`src/rtl/counter_timer_low.sv`:
```
// counter_timer_low: low 32-bit word of the counter/timer pair.
// Counts standalone as a 32-bit up/down timer, or as the low half of a
// 64-bit chained counter that hands carry/borrow strobes to the high word.
module counter_timer_low (
   input  logic        resetn,
   input  logic        clkin,
   input  logic        reg_cfg_we,
   input  logic [31:0] reg_cfg_di,
   output logic [31:0] reg_cfg_do,
   input  logic [3:0]  reg_val_we,
   input  logic [31:0] reg_val_di,
   output logic [31:0] reg_val_do,
   input  logic [3:0]  reg_dat_we,
   input  logic [31:0] reg_dat_di,
   output logic [31:0] reg_dat_do,
   input  logic        enable_in,
   input  logic        stop_in,
   output logic        strobe,
   output logic        is_offset,
   output logic        stop_out,
   output logic        enable_out,
   output logic        irq_out
);

   localparam int unsigned DW     = 32;
   localparam int unsigned NB     = DW / 8;
   localparam int unsigned CFG_W  = 5;
   localparam logic [DW-1:0] ALL_ONES = '1;

   // Config bits in register order, enable at bit 0.
   typedef struct packed {
      logic irq_ena;
      logic chain;
      logic updown;
      logic oneshot;
      logic enable;
   } cfg_t;

   cfg_t          cfg_q;
   logic [DW-1:0] value_reset_q;
   logic [DW-1:0] value_cur_q;
   logic [DW-1:0] value_cur_d;
   logic          stop_q;
   logic          stop_d;
   logic          irq_q;
   logic          irq_d;
   logic          lastenable_q;

   logic          loc_enable_c;
   logic          dat_wr_c;
   logic          start_c;
   logic          count_c;
   logic          term_c;
   logic          match_c;
   logic          wrap_c;
   logic          unused_cfg_bits;

   // Byte-lane merge for the per-byte writable registers.
   function automatic logic [DW-1:0] byte_merge(
      input logic [DW-1:0] cur,
      input logic [DW-1:0] din,
      input logic [NB-1:0] we
   );
      logic [DW-1:0] res;
      res = cur;
      for (int unsigned i = 0; i < NB; i++) begin
         if (we[i]) res[i*8 +: 8] = din[i*8 +: 8];
      end
      return res;
   endfunction

   assign unused_cfg_bits = &{1'b0, reg_cfg_di[31:CFG_W]};

   // Register read-back and status outputs straight from state.
   assign reg_cfg_do = {(DW - CFG_W)'(0), cfg_q};
   assign reg_val_do = value_reset_q;
   assign reg_dat_do = value_cur_q;
   assign stop_out   = stop_q;
   assign irq_out    = irq_q;
   assign enable_out = cfg_q.enable;

   // Cycle classification and terminal/wrap detection.
   always_comb begin
      loc_enable_c = cfg_q.chain ? (cfg_q.enable & enable_in) : cfg_q.enable;
      dat_wr_c     = |reg_dat_we;
      start_c      = !dat_wr_c & loc_enable_c & !lastenable_q;
      count_c      = !dat_wr_c & loc_enable_c & lastenable_q;
      term_c       = cfg_q.updown ? (value_cur_q == value_reset_q)
                                  : (value_cur_q == '0);
      match_c      = term_c & (!cfg_q.chain | stop_in);
      wrap_c       = cfg_q.updown ? (value_cur_q == ALL_ONES)
                                  : (value_cur_q == '0);
      strobe       = cfg_q.chain & count_c & !match_c & wrap_c;
      is_offset    = cfg_q.chain & cfg_q.updown & loc_enable_c &
                     (value_cur_q == ALL_ONES);
   end

   // Next count, stop and interrupt state; bus write beats counting.
   always_comb begin
      value_cur_d = value_cur_q;
      stop_d      = stop_q;
      irq_d       = irq_q;
      if (dat_wr_c) begin
         value_cur_d = byte_merge(value_cur_q, reg_dat_di, reg_dat_we);
      end else if (start_c) begin
         value_cur_d = cfg_q.updown ? '0 : value_reset_q;
         stop_d      = 1'b0;
         irq_d       = cfg_q.irq_ena & stop_q;
      end else if (count_c) begin
         irq_d = cfg_q.irq_ena & stop_q;
         if (match_c) begin
            stop_d = 1'b1;
            if (!cfg_q.oneshot) begin
               value_cur_d = cfg_q.updown ? '0 : value_reset_q;
            end
         end else begin
            stop_d      = 1'b0;
            value_cur_d = cfg_q.updown ? (value_cur_q + DW'(1))
                                       : (value_cur_q - DW'(1));
         end
      end else begin
         stop_d = 1'b0;
      end
   end

   // State registers.
   always_ff @(posedge clkin or negedge resetn) begin
      if (!resetn) begin
         cfg_q         <= '0;
         value_reset_q <= '0;
         value_cur_q   <= '0;
         stop_q        <= 1'b0;
         irq_q         <= 1'b0;
         lastenable_q  <= 1'b0;
      end else begin
         if (reg_cfg_we) cfg_q <= cfg_t'(reg_cfg_di[CFG_W-1:0]);
         value_reset_q <= byte_merge(value_reset_q, reg_val_di, reg_val_we);
         value_cur_q   <= value_cur_d;
         stop_q        <= stop_d;
         irq_q         <= irq_d;
         lastenable_q  <= loc_enable_c;
      end
   end

endmodule

```
`config.mk`:
```
export PLATFORM = sky130hd
export DESIGN_NAME = counter_timer_low
export DESIGN_NICKNAME = d
export VERILOG_FILES = /design/src/rtl/counter_timer_low.sv
export SDC_FILE = /design/constraint.sdc
export NUM_CORES = 1
export LEC_CHECK = 0
export ABC_AREA = 1
export BUFFER_PORTS_ARGS = -buffer_cell sky130_fd_sc_hd__buf_2
export CAP_MARGIN = 10
export CORE_MARGIN = 1
export CORE_UTILIZATION = 38
export DETAILED_ROUTE_END_ITERATION = 8
export REMOVE_ABC_BUFFERS = 1
export SLEW_MARGIN = 20
export SYNTH_ARGS = -nofsm -noshare
export SYNTH_HDL_FRONTEND = slang
export SYNTH_SLANG_ARGS = --single-unit
```
`constraint.sdc`:
```
create_clock -name clkin -period 6.6 [get_ports clkin]
set_input_delay 1.65 -clock clkin [delete_from_list [all_inputs] [get_ports clkin]]
set_output_delay 1.65 -clock clkin [all_outputs]
set_load 0.02 [all_outputs]
```
[After elaboration in Yosys (flattened, before gate mapping)]
Cells that the tools add are included.
Storage, ports and cells
  flip-flop bits (word level): 72
  bits of input ports: 109
  output and inout bits: 101
  word-level logic and storage cells: 71
Cells by class
  add/subtract/negate cells: 2
  equality and inequality tests: 7
  mux-type cells: 19
  bitwise logic cells: 14
  reductions and logical operators: 13
Operators by type and width (count)
  32-bit 2-to-1 mux: 7
  32-bit by 1-bit adder with 32-bit output, second input constant: 1
  32-bit equality test: 1
  32-bit equality test, second input constant: 1
  32-bit logical NOT: 1
  8-bit 2-to-1 mux: 4
  32-bit by 1-bit subtractor with 32-bit output, second input constant: 1
  1-bit AND: 12
  3-bit AND reduction: 4
  1-bit 2-to-1 mux: 8
  2-bit inequality test, second input constant: 4
  1-bit logical NOT: 4
  4-bit inequality test, second input constant: 1
  4-bit OR reduction: 1
  3-bit nonzero test: 1
  2-bit AND reduction: 1
  2-bit nonzero test: 1
  1-bit NOT: 1
  1-bit bitwise OR: 1

[Depth between registers and ports, before layout]
  depth after elaboration: 7
  gate-level depth with buffers: 20
  gate-level depth less buffers: 18

[Least setup slack after synthesis]
No wires, ideal clock.
  kind: input to output
  start: input reg_dat_we[2]
  end: output strobe
  arrival: 2.651 ns
  required time: 4.950 ns
  setup slack: 2.299 ns
  cell stages on the path: 8
  buffers on the path: 0
  cells stage by stage: inv_1 nand4_2 nor2_4 inv_1 nor2_1 inv_1 nor3_1 and3_1
On the way
  cells in the longest elaborated chain, start to end: 7
Ends and longest elaborated chain
  start, declared: RTL line 13  | input logic [3:0] reg_dat_we,
  4-bit OR reduction: RTL line 85  | dat_wr_c = |reg_dat_we;
  1-bit logical NOT: RTL line 87  | count_c = !dat_wr_c & loc_enable_c & lastenable_q;
  1-bit AND (2 in a row): RTL line 87
  1-bit AND (3 in a row): RTL line 93  | strobe = cfg_q.chain & count_c & !match_c & wrap_c;
  end, declared: RTL line 18  | output logic strobe,
Every way passes these cells.

[Worst setup path in the final report]
  start: input reg_dat_we[3]
  end: output strobe
Same word-level chain as after synthesis.

==> run metrics <==
run status=finished with violations; violations in the final reports=DRC; core occupancy in the finished layout=45.3%; PostCTS Resize Cnt=0; post-placement setup slack=2.01 ns; routability congestion estimate from global placement=0.857; Clock Tree Root=clkbuf_16; Die Y-Extent=138 um; slowest cell delay on critical path=0.19 ns; count of routing violations after the opening detailed-route iteration=371; number of global-route vias before repair=6934; core area=18100 sq um; top post-synthesis cells by count=nand2_1 (419), inv_1 (181), nor2_1 (164), nand3_1 (96), dfrtp_1 (72); setup slack of the critical path after layout=2.03 ns; area of all sequential standard cells=1800 sq um; row cnt=49; detailed placement HPWL=15.8 mm; number of max-slew violations in the final report=0; Metal-1 WL=9.86 mm; Die Area=19100 sq um; # H-tree levels=3; maximum clock frequency=219 MHz; Worst IR Drop VDD=0.129 mV; count of synthesis-stage warnings from yosys=0; routed length on met3=1.08 mm; count of pins on the block boundary=210; vias=7251; max_cap viols=0; detailed-routed wire length on met2=9.13 mm; CTS tree=done; ys async rst share=100%; Area Growth Syn to Fin=16.3%; area used by multi-input combinational logic=4290 sq um; largest net degree at the start of global routing=73; remaining antenna violation count after routing=0; slowest CP cell=nor2_4; Tightest Pin Transition=0.976 ns; overall routing resource usage=22.3%; Die Span X=138 um; TritonRoute pass-1 iters=7; number of endpoints with negative hold slack in the final report=0; Worst EP arrival=2.92 ns; relative slew slack=34.9%; most instantiated flip-flop cell in the synthesis netlist=dfrtp_1; clock slew at the register clock pins of the worst setup and hold paths=0.06 ns; accumulated negative setup slack=0 ns; TritonCTS Buffers=9; clock tree buffer depth=2; # diodes=0; r2r setup slk=3.53 ns; element type at the critical path end=primary output; average instance area after synthesis=5.94 sq um; Seq cells post-synth=72; leakage dissipation=4.73 nW; cell area after synthesis=7050 sq um; startpoint class of the critical path=input port; most prevalent standard cell on the critical path=inv_1; post-route standard cell area excluding fillers=8200 sq um; number of unique standard cell types used by synthesis=35; Hold WC Path Type=flip-flop to flip-flop; Period minus WS final=4.57 ns; most area-consuming cells after synthesis=dfrtp_1 (26%), nand2_1 (22%), inv_1 (9.6%), nor2_1 (8.7%), nand3_1 (6.8%); Mapped Cells=1186; final wirelength=20.5 mm; final non-filler cell total=1561; share of post-route cells with drive strength above 1=15.6%; largest clock skew in the final design=0.00984 ns; maximum fanout encountered on the critical timing path=5; quantity of hold-fixing buffers added after cts=0; type of the worst setup path=input port to primary output; clk sinks=72; initial core utilization=39.0%; highest metal layer with signal wires=met4; I/O Buffers=155; critical path required time=4.95 ns; most common cell in the synthesized netlist=nand2_1; Seq/Total Area, Yosys=25.6%; post-synth top area cell=dfrtp_1; initial antenna violation count=0; total setup buffers inserted after CTS=0; # nets final=1467; via density per instance=4.65; number of filler instances in the final layout=1991; Post-route DRC=24; clk_lat worst skew=0.36 ns; worst hold-check slack=0.482 ns; setup repair after global routing missed its margin=no; final global-route overflow total=0; power density over the cells=233 nW/um^2; Post-DP Area=7890 sq um; total power=1.91 mW; final number of setup-violating endpoints=0; wire length of the first global-routing pass=34.2 mm; post-placement cell count=1545; fraction of post-synthesis cell area in the top cell type by area=25.6%; crit share post-route=69.3%; number of flops mapped to enable cells by yosys=0; detail-routed net length per standard cell=13.1 um; series of cell instances along the critical path=buf_2 -> inv_1 -> nand4_2 -> nor2_4 -> inv_1 -> nor2_1 -> inv_1 -> nor3_1 -> and3_1 -> buf_2
==> routing by layer <==
layer  GRT usage (%)  up-vias
li1                -     3862
met1            29.8     3197
met2            36.5      169
met3            4.19       23
met4            6.68        0
met5               0        -
==> power breakdown <==
group | internal (mW) | switching (mW) | leakage, nW
Sequential | 0.486 | 0.0673 | 0.857
Combinational | 0.298 | 0.536 | 3.72
Clock | 0.312 | 0.207 | 0.148
==> critical path, delay by kind of cell <==
kind / cells / cell delay [ns]
buffers and inverters: 5 / 0.52
AND/OR/NAND/NOR: 5 / 0.75
==> sequential cells by signal, indices dropped and copies added, names as in the netlist <==
name / flops
enable_out: 1
lastenable_q: 1
reg_val_do: 32
reg_cfg_do: 4
irq_out: 1
reg_dat_do: 32
stop_out: 1
==> logic make-up (layout without fill, tap and decap cells) <==
logic type                 count (synthesis)  after routing  synth area share (%)
AOI/OAI and AO/OA                         64             64                  4.79
muxes                                     12             12                  1.92
xor gates and xnor gates                  35             35                  4.35
DFF                                       72             72                  25.6
adders and majority gates                 31             31                  5.61
and+or+nand+nor                          728            728                  42.8
other                                      1             27                0.0532
buffers and inverters                    243            363                  14.9
==> final cells by class <==
class                           instances  share of cell area, %
Clock buffer                           11                   3.08
Clock inverter                          5                  0.671
Inverter                              189                   8.65
Multi-Input combinational cell        897                   52.4
Sequential cell                        72                   22.0
Tap cell                              229                   3.49
Timing Repair Buffer                  158                   9.77
==> layout by cell type (no fill, tap or decap), types with 2 or more instances in the layout <==
cell type and n:
nor3_1 3, nand2_1 419, xnor2_1 31, clkinvlp_4 2
nor4_1 3, buf_4 4, conb_1 27, nor2_1 164
clkinv_2 2, nand4_1 18, buf_2 154, and2_1 6
nand3_1 96, nor2_4 2, o21ai_0 27, clkbuf_8 2
dfrtp_1 72, and3_1 3, inv_1 180, a21oi_1 34
ha_1 30, nand2_2 5, mux2_2 12, inv_2 8
nand3b_1 4, xor2_1 4, clkbuf_16 9, nand2_4 2
==> worst paths after layout <==
kind,depth (start not counted),end,from
setup / recovery,10,strobe,reg_dat_we[3]
min in group asynchronous,1,reg_val_do[9]$_DFFE_PN0P_,resetn
max in group asynchronous,1,reg_val_do[24]$_DFFE_PN0P_,resetn
hold reg to reg,2,irq_out$_DFFE_PN0P_,irq_out$_DFFE_PN0P_
setup reg to reg,16,reg_dat_do[31]$_DFFE_PN0P_,reg_cfg_do[2]$_DFFE_PN0P_
hold / removal,2,irq_out$_DFFE_PN0P_,irq_out$_DFFE_PN0P_
No activity file was read; power rests on OpenSTA's default activity.
